**src/rtl/pipeline_pkg.sv**
```systemverilog
// Shared types for the pulse/pipeline wrapper pair: skid-buffer occupancy
// states and the buffer depth.
package pipeline_pkg;

   localparam int SKID_DEPTH = 2;

   typedef enum logic [1:0] {
      EMPTY = 2'd0,
      HALF  = 2'd1,
      FULL  = 2'd2
   } buffer_state_t;

endpackage

```
**src/rtl/pulse_latch_set_clear.sv**
```systemverilog
// Single-bit flag with priority clear, then lower, then raise; else hold.
// Holds the "module idle" state between a module_ready pulse and the next issue.
module pulse_latch_set_clear #(
   parameter bit INIT = 1'b1
) (
   input  logic clock,
   input  logic clear,
   input  logic i_lower,
   input  logic i_raise,
   output logic o_q
);

   logic r_q;

   always_ff @(posedge clock) begin
      if (clear)        r_q <= INIT;
      else if (i_lower) r_q <= 1'b0;
      else if (i_raise) r_q <= 1'b1;
   end

   assign o_q = r_q;

endmodule

```
**src/rtl/pipeline_to_pulse.sv**
```systemverilog
// Ready/valid to one-cycle pulse adapter with a 2-entry skid buffer and bypass.
// Optional protocol checker: define PIPELINE_TO_PULSE_PROTOCOL_CHECK_EN.
module pipeline_to_pulse
   import pipeline_pkg::*;
#(
   parameter int WORD_WIDTH    = 32,
   parameter bit INITIAL_READY = 1'b1
) (
   input  logic                  clock,
   input  logic                  clear,
   input  logic                  valid_in,
   output logic                  ready_in,
   input  logic [WORD_WIDTH-1:0] data_in,
   output logic [WORD_WIDTH-1:0] module_data_in,
   output logic                  module_data_in_valid,
   input  logic                  module_ready
`ifdef PIPELINE_TO_PULSE_PROTOCOL_CHECK_EN
   ,
   output logic                  protocol_error
`endif
);

   buffer_state_t         r_state;
   logic [WORD_WIDTH-1:0] r_head;
   logic [WORD_WIDTH-1:0] r_tail;
   logic                  r_ready_in;
   logic [WORD_WIDTH-1:0] r_out_data;
   logic                  r_out_valid;

   buffer_state_t         w_state_next;
   logic                  w_accept;
   logic                  w_avail;
   logic                  w_idle;
   logic                  w_issue;
   logic [WORD_WIDTH-1:0] w_word;

   assign w_accept = valid_in && r_ready_in;
   assign w_avail  = (r_state != EMPTY) || w_accept;
   // An empty buffer issues the incoming word directly, saving a cycle.
   assign w_word   = (r_state == EMPTY) ? data_in : r_head;
   // module_ready grants an issue in its own cycle, not only via the idle flag.
   assign w_issue  = w_avail && (w_idle || module_ready);

   pulse_latch_set_clear #(
      .INIT (INITIAL_READY)
   ) u_idle (
      .clock   (clock),
      .clear   (clear),
      .i_lower (w_issue),
      .i_raise (module_ready),
      .o_q     (w_idle)
   );

   always_comb begin
      w_state_next = r_state;
      case (r_state)
         EMPTY:   if (w_accept && !w_issue) w_state_next = HALF;
         HALF:    if (w_accept && !w_issue)      w_state_next = FULL;
                  else if (!w_accept && w_issue) w_state_next = EMPTY;
         FULL:    if (w_issue) w_state_next = HALF;
         default: w_state_next = EMPTY;
      endcase
   end

   always_ff @(posedge clock) begin
      if (clear) begin
         r_state     <= EMPTY;
         r_ready_in  <= 1'b1;
         r_out_valid <= 1'b0;
         r_out_data  <= '0;
      end else begin
         r_state     <= w_state_next;
         r_ready_in  <= (w_state_next != FULL);
         r_out_valid <= w_issue;
         if (w_issue) r_out_data <= w_word;
      end
   end

   // NOTE: buffer storage carries no reset; r_state alone says which entries are live.
   always_ff @(posedge clock) begin
      case (r_state)
         EMPTY:   if (w_accept && !w_issue) r_head <= data_in;
         HALF:    if (w_accept && w_issue) r_head <= data_in;
                  else if (w_accept)       r_tail <= data_in;
         FULL:    if (w_issue) r_head <= r_tail;
         default: ;
      endcase
   end

   assign ready_in             = r_ready_in;
   assign module_data_in       = r_out_data;
   assign module_data_in_valid = r_out_valid;

`ifdef PIPELINE_TO_PULSE_PROTOCOL_CHECK_EN
   logic                  r_error;
   logic                  r_stalled;
   logic [WORD_WIDTH-1:0] r_prev_data;
   logic                  w_idle_misuse;
   logic                  w_hold_break;

   // A stalled upstream word must stay valid and unchanged until accepted.
   assign w_idle_misuse = module_ready && w_idle && !w_issue;
   assign w_hold_break  = r_stalled && (!valid_in || (data_in != r_prev_data));

   always_ff @(posedge clock) begin
      if (clear) begin
         r_error   <= 1'b0;
         r_stalled <= 1'b0;
      end else begin
         r_stalled <= valid_in && !r_ready_in;
         if (w_idle_misuse || w_hold_break) r_error <= 1'b1;
      end
   end

   always_ff @(posedge clock) r_prev_data <= data_in;

   assign protocol_error = r_error;

`ifndef SYNTHESIS
   always_ff @(posedge clock) begin
      if (!clear) begin
         assert (!w_idle_misuse) else $error("module_ready while already idle");
         assert (!w_hold_break)  else $error("upstream word changed while stalled");
      end
   end
`endif
`endif

endmodule

```
**config.mk**
```make
export PLATFORM = sky130hd
export DESIGN_NAME = pipeline_to_pulse
export DESIGN_NICKNAME = d
export VERILOG_FILES = /design/src/rtl/pipeline_pkg.sv /design/src/rtl/pulse_latch_set_clear.sv /design/src/rtl/pipeline_to_pulse.sv
export SDC_FILE = /design/constraint.sdc
export NUM_CORES = 1
export LEC_CHECK = 0
export CAP_MARGIN = 20
export CORE_ASPECT_RATIO = 1.75
export CORE_UTILIZATION = 40
export CTS_CLUSTER_SIZE = 12
export DETAILED_ROUTE_END_ITERATION = 6
export PLACE_DENSITY_LB_ADDON = 0.3
export SYNTH_ARGS = -nofsm -noshare
export SYNTH_HDL_FRONTEND = slang
export SYNTH_SLANG_ARGS = --single-unit
```
**constraint.sdc**
```tcl
create_clock -name clock -period 4.35 [get_ports clock]
set_clock_uncertainty 0.2 [all_clocks]
set_input_delay 0.435 -clock clock [delete_from_list [all_inputs] [get_ports clock]]
set_output_delay 0.435 -clock clock [all_outputs]
set_load 0.02 [all_outputs]
```
# Word level (Yosys, flattened, before mapping)
# Cells that the tools add are included.
# word_totals
memories	0
inputBits	36
elab_cells	41
latchBits	0
out_inout_bits	34
mem_bits_ro	0
ramBits	0
register_bits	101
# classes
n_reduce_logical	15
n_eq_ne	6
shifts	0
mul	0
n_bitwise	1
mux	12
div	0
addsub	0
order_cmp	0
# ops
operator	count
$mux W32	4
$pmux W32 S3	1
$mux W2	4
$ne A2 B2 Y1 const B	3
$pmux W2 S3	1
$logic_and A1 B1 Y1	5
$reduce_and A4 Y1	1
$reduce_bool A2 Y1	2
$reduce_and A3 Y1	1
$reduce_bool A3 Y1	1
$eq A2 B1 Y1 const B	1
$eq A2 B2 Y1 const B	1
$logic_not A1 Y1	2
$logic_not A2 Y1	1
$logic_or A1 B1 Y1	2
$mux W1	2
$ne A2 B1 Y1 const B	1
$not A1 Y1	1

# Logic depth before layout (Yosys ltp)
# logic_depth
ltp_word	8
mapped_depth	6
depth_no_buf	3

# Modules after synthesis
# From an unflattened synthesis, not the netlist that was laid out.
# unflattened
cells_unflattened	341
area_unflattened_um2	4189.0
# by_module_without_submodules
module	instances	area_each_um2	cells_per_inst	seq_area_each_um2
pipeline_to_pulse	1	4154.0	338	2642.5
pulse_latch_set_clear	1	35.0	3	20.0

# Worst setup path before layout
# OpenSTA, ideal clock, no wires.
# synth_timing
path_kind	reg-to-reg
startpoint	register r_state[1]
endpoint	register r_head[0] (enable)
period_less_slack_ns	3.677
stages_incl_launch_ff	5
t_arrival_ns	3.012
slack_ns	0.673
setup_time_ns	0.466
path_buffers	1
required_ns	3.684
path_cell_list	dfxtp_1 > nor2b_1 > buf_2 > a31oi_1 > o21ai_0
# synth_between
elab_chain_cells	7
elab_cells_between_ends	14
cone_classes	eq/ne: 5; reduce/logical: 9
# synth_rtl
element	line_no	rtl
start, declared	pipeline_to_pulse.sv:23	buffer_state_t r_state;
start signal, assigned	pipeline_to_pulse.sv:72	r_state <= w_state_next;
$reduce_bool A2 Y1	pipeline_to_pulse.sv:38	assign w_avail = (r_state != EMPTY) || w_accept;
$logic_or A1 B1 Y1	pipeline_to_pulse.sv:38	
$logic_and A1 B1 Y1	pipeline_to_pulse.sv:42	assign w_issue = w_avail && (w_idle || module_ready);
$logic_not A1 Y1	pipeline_to_pulse.sv:82	EMPTY: if (w_accept && !w_issue) r_head <= data_in;
$logic_and A1 B1 Y1	pipeline_to_pulse.sv:82	
$ne A2 B1 Y1 (no line)	n/a	
$reduce_and A4 Y1 (no line) *	n/a	
end signal, assigned	pipeline_to_pulse.sv:82	
end signal, assigned	pipeline_to_pulse.sv:83	HALF: if (w_accept && w_issue) r_head <= data_in;
end signal, assigned	pipeline_to_pulse.sv:85	FULL: if (w_issue) r_head <= r_tail;
end, declared	pipeline_to_pulse.sv:24	logic [WORD_WIDTH-1:0] r_head;
# Mark *: on every way between the ends. The rest lies on a longest branch, timed or not.
# A chain may end at the register's enable or synchronous reset.

# Worst setup path in the final report
# layout_timing
startpoint	input module_ready
endpoint	register r_out_data[29] (netlist: module_data_in[29])
# layout_between
elab_chain_cells	2
# layout_rtl
element	line_no	rtl
start, declared	pipeline_to_pulse.sv:16	input logic module_ready
$logic_or A1 B1 Y1	pipeline_to_pulse.sv:42	
$logic_and A1 B1 Y1	pipeline_to_pulse.sv:42	
end signal, assigned	pipeline_to_pulse.sv:75	if (w_issue) r_out_data <= w_word;
end, declared	pipeline_to_pulse.sv:27	logic [WORD_WIDTH-1:0] r_out_data;
# No other way between the ends.

==> results.py <==
metrics = {
    "yosys": {
        "synth_ff_type": "edfxtp_1",
        "synth.area.top_cells": "edfxtp_1 (46%), dfxtp_1 (18%), a211oi_2 (9.1%), mux2_2 (8.7%), mux2i_1 (7.7%)",
        "synthArstFlopShare_pct": 0,
        "synth_mux_area_share_pct": 16.42,
        "synth-adder-area-share_pct": 0,
        "syn_area_per_cell_sq_um": 15.24,
        "synth_top_cell_by_area": "edfxtp_1",
        "synth_top_family_by_area": "multiplexers",
        "synth_common_cells": "edfxtp_1 (64), dfxtp_1 (37), a21oi_1 (32), mux2_2 (32), mux2i_1 (32)",
        "synth-simple-area-share_pct": 1.780,
        "syn_area_sq_um": 4146,
        "synth_compound_area_share_pct": 14.63,
        "synth_cell_types": 26,
        "synth_most_common_cell": "edfxtp_1",
        "synth_edf_count": 64,
        "ys_ff_latch": 101,
        "yosysWarnings": 0,
        "synth_cells": 272,
        "seq_area_frac_synth_pct": 64.21,
        "yosys.area.top_type_share_pct": 46.35,
        "syn_nets": 308,
        "synth-xor-area-share_pct": 0,
    },
    "placement": {
        "place_congestion": 0.7488,
        "numPortBuffers": 69,
        "dpl_cell_area_sq_um": 4955,
        "dp_hpwl_um": 5316,
    },
    "critical_path": {
        "crit_family": "simple AND/OR/NAND/NOR gates",
        "cp-end-kind": "register",
        "crit_path_max_incr_delay_ps": 570,
        "startpoint_type": "input port",
        "critical_path_buf_inv_count": 2,
        "cp_data_arrival_time_ps": 2580,
        "r2r_setup_slack_ps": 2000,
        "r2r_cells": 4,
        "cp_cell_sequence": "clkdlybuf4s50_1 > or2_1 > buf_4 > and2_4 > a211oi_2",
        "crit_slowest_cell": "and2_4",
        "cp_max_fo": 33,
        "path_depth": 5,
        "path_class": "in -> reg",
        "required_ps": 4320,
    },
    "route": {
        "drt_wl_total_um": 8637,
        "wire_per_inst_um": 18.61,
        "vias": 2495,
        "drc": 0,
        "drtIter0Drc": 132,
        "antenna_left": 0,
        "avgViaCountPerCell": 5.377,
        "first_pass_iters": 4,
    },
    "final_layout": {
        "diodes": 0,
        "seq_area_sq_um": 2663,
        "fill_cells": 886,
        "area_growth_pct": 27.07,
        "drive_gt1_share_pct": 25.96,
        "nNetsFinal": 371,
        "final_cell_area_sq_um": 5269,
        "multi_input_area_sq_um": 1393,
        "final_core_util_pct": 52.85,
    },
    "global_routing": {
        "grt-ovfl-total": 0,
        "grt_use_met2_pct": 29.07,
        "grt_pass1_vias": 2562,
        "grt_max_degree": 38,
        "top_usage_layer": "met2",
        "met3_usage_pct": 3.200,
        "grt_pass1_wl_um": 13540,
        "grt_antenna_before_repair": 0,
        "grt.total_usage_pct": 16.91,
        "grt.met1_usage_pct": 20.55,
    },
    "floorplanning": {
        "num_io_pins": 70,
        "core_area_sq_um": 9970,
        "die_area_sq_um": 10790,
        "start_util_pct": 41.59,
        "fp.dieH_um": 136.7,
        "die_x_um": 78.97,
        "fp-row-count": 48,
    },
    "clocking": {
        "clockBufferDepth": 2,
        "cts_setup_buffers": 0,
        "root_buffer": "clkbuf_16",
        "cts_resized": 0,
        "cts_num_sinks": 101,
        "cts_hold_buf": 0,
        "clock_latency_ps": 340,
        "cts_inserted_buffers": 9,
        "h-tree-depth": 3,
        "clk_pin_slew_worst_paths_ps": 60,
        "cts_tree": "built",
    },
    "timing": {
        "hold_viol_final": 0,
        "tightest_slew_ps": 1035,
        "tns_ps": 0,
        "fin_crit_sh_pct": 59.89,
        "slew_headroom_pct": 30.99,
        "max_freq_mhz": 383.8,
        "rsz0062_at_grt": "false",
        "fin_crit_ps": 2605,
        "finalSetupViolCount": 0,
        "maxSlewViolCount": 0,
    },
    "pwr": {
        "power.leakage_nw": 1.925,
        "powerDensity_nw_per_um2": 415.5,
        "power.ir.vdd_worst_mv": 0.2522,
    },
    "min_path": {
        "hold_path_class": "reg -> reg",
        "min_path_cells": 2,
    },
    "run": {
        "cap_violations": 0,
    },
    "outcome": {
        "status": "complete, no violations",
    },
}
-- flip-flops by register name, indices dropped and copies added, names as in the netlist --
name                  cells
module_data_in           32
r_head                   32
module_data_in_valid      1
r_state                   2
ready_in                  1
r_tail                   32
u_idle.o_q                1
-- cell families after synthesis --
family | after synthesis
DFF | 101
buffers and inverters | 22
muxes | 64
and+or+nand+nor | 13
AOI/OAI and AO/OA | 72
-- routing by layer --
layer	wire length, um	share of wire [%]
met4	131	1.5
met2	4507	52
met3	261	3.0
met5	0	0
met1	3737	43
-- worst reg2reg max path, cell delays in order (launching register included) --
cell and delay, ps:
dfxtp_1 370, or2_1 510, buf_4 380, and2_4 570, a211oi_2 160
-- path summary, 6_finish.rpt --
check	end	start
max	module_data_in[29]	module_ready
min	module_data_in[0]	module_data_in[0]
max reg2reg	module_data_in[29]	u_idle.o_q
min reg2reg	module_data_in[0]	module_data_in[0]
-- stage by stage --
stage          power [mW]  std cells  worst slack [ps]  hold slack, ps
6_report            2.189        464              1745           339.1
5_1_grt             2.260        464              1637           366.2
4_1_cts             2.209        464              1750           349.9
3_5_place_dp        1.369        449              1386           333.6
3_3_place_gp        1.360        448              1472           326.3
2_1_floorplan       1.248        272             672.6           323.1
-- cells in the final DEF (no fill, tap or decap), types with 3 or more instances in the layout --
master	instances
a211oi_2	30
clkbuf_16	9
clkinv_2	3
mux2_2	32
a211oi_1	3
edfxtp_1	64
buf_4	4
dfxtp_1	37
mux2i_1	32
clkdlybuf4s50_1	68
a21oi_1	32
-- final cells by class --
class | instances | share of cell area (%)
sequential | 101 | 50.53
multi-input combinational | 149 | 26.43
timing repair buffer | 74 | 14.11
clock buffer | 10 | 4.536
tap | 125 | 2.968
clock inverter | 5 | 1.425
-- where the power goes --
group          internal, mW  switching [mW]
combinational         0.129           0.137
clock                 0.513           0.330
sequential             1.06          0.0215
total                  1.70           0.488
No activity file was read; power rests on OpenSTA's default activity.
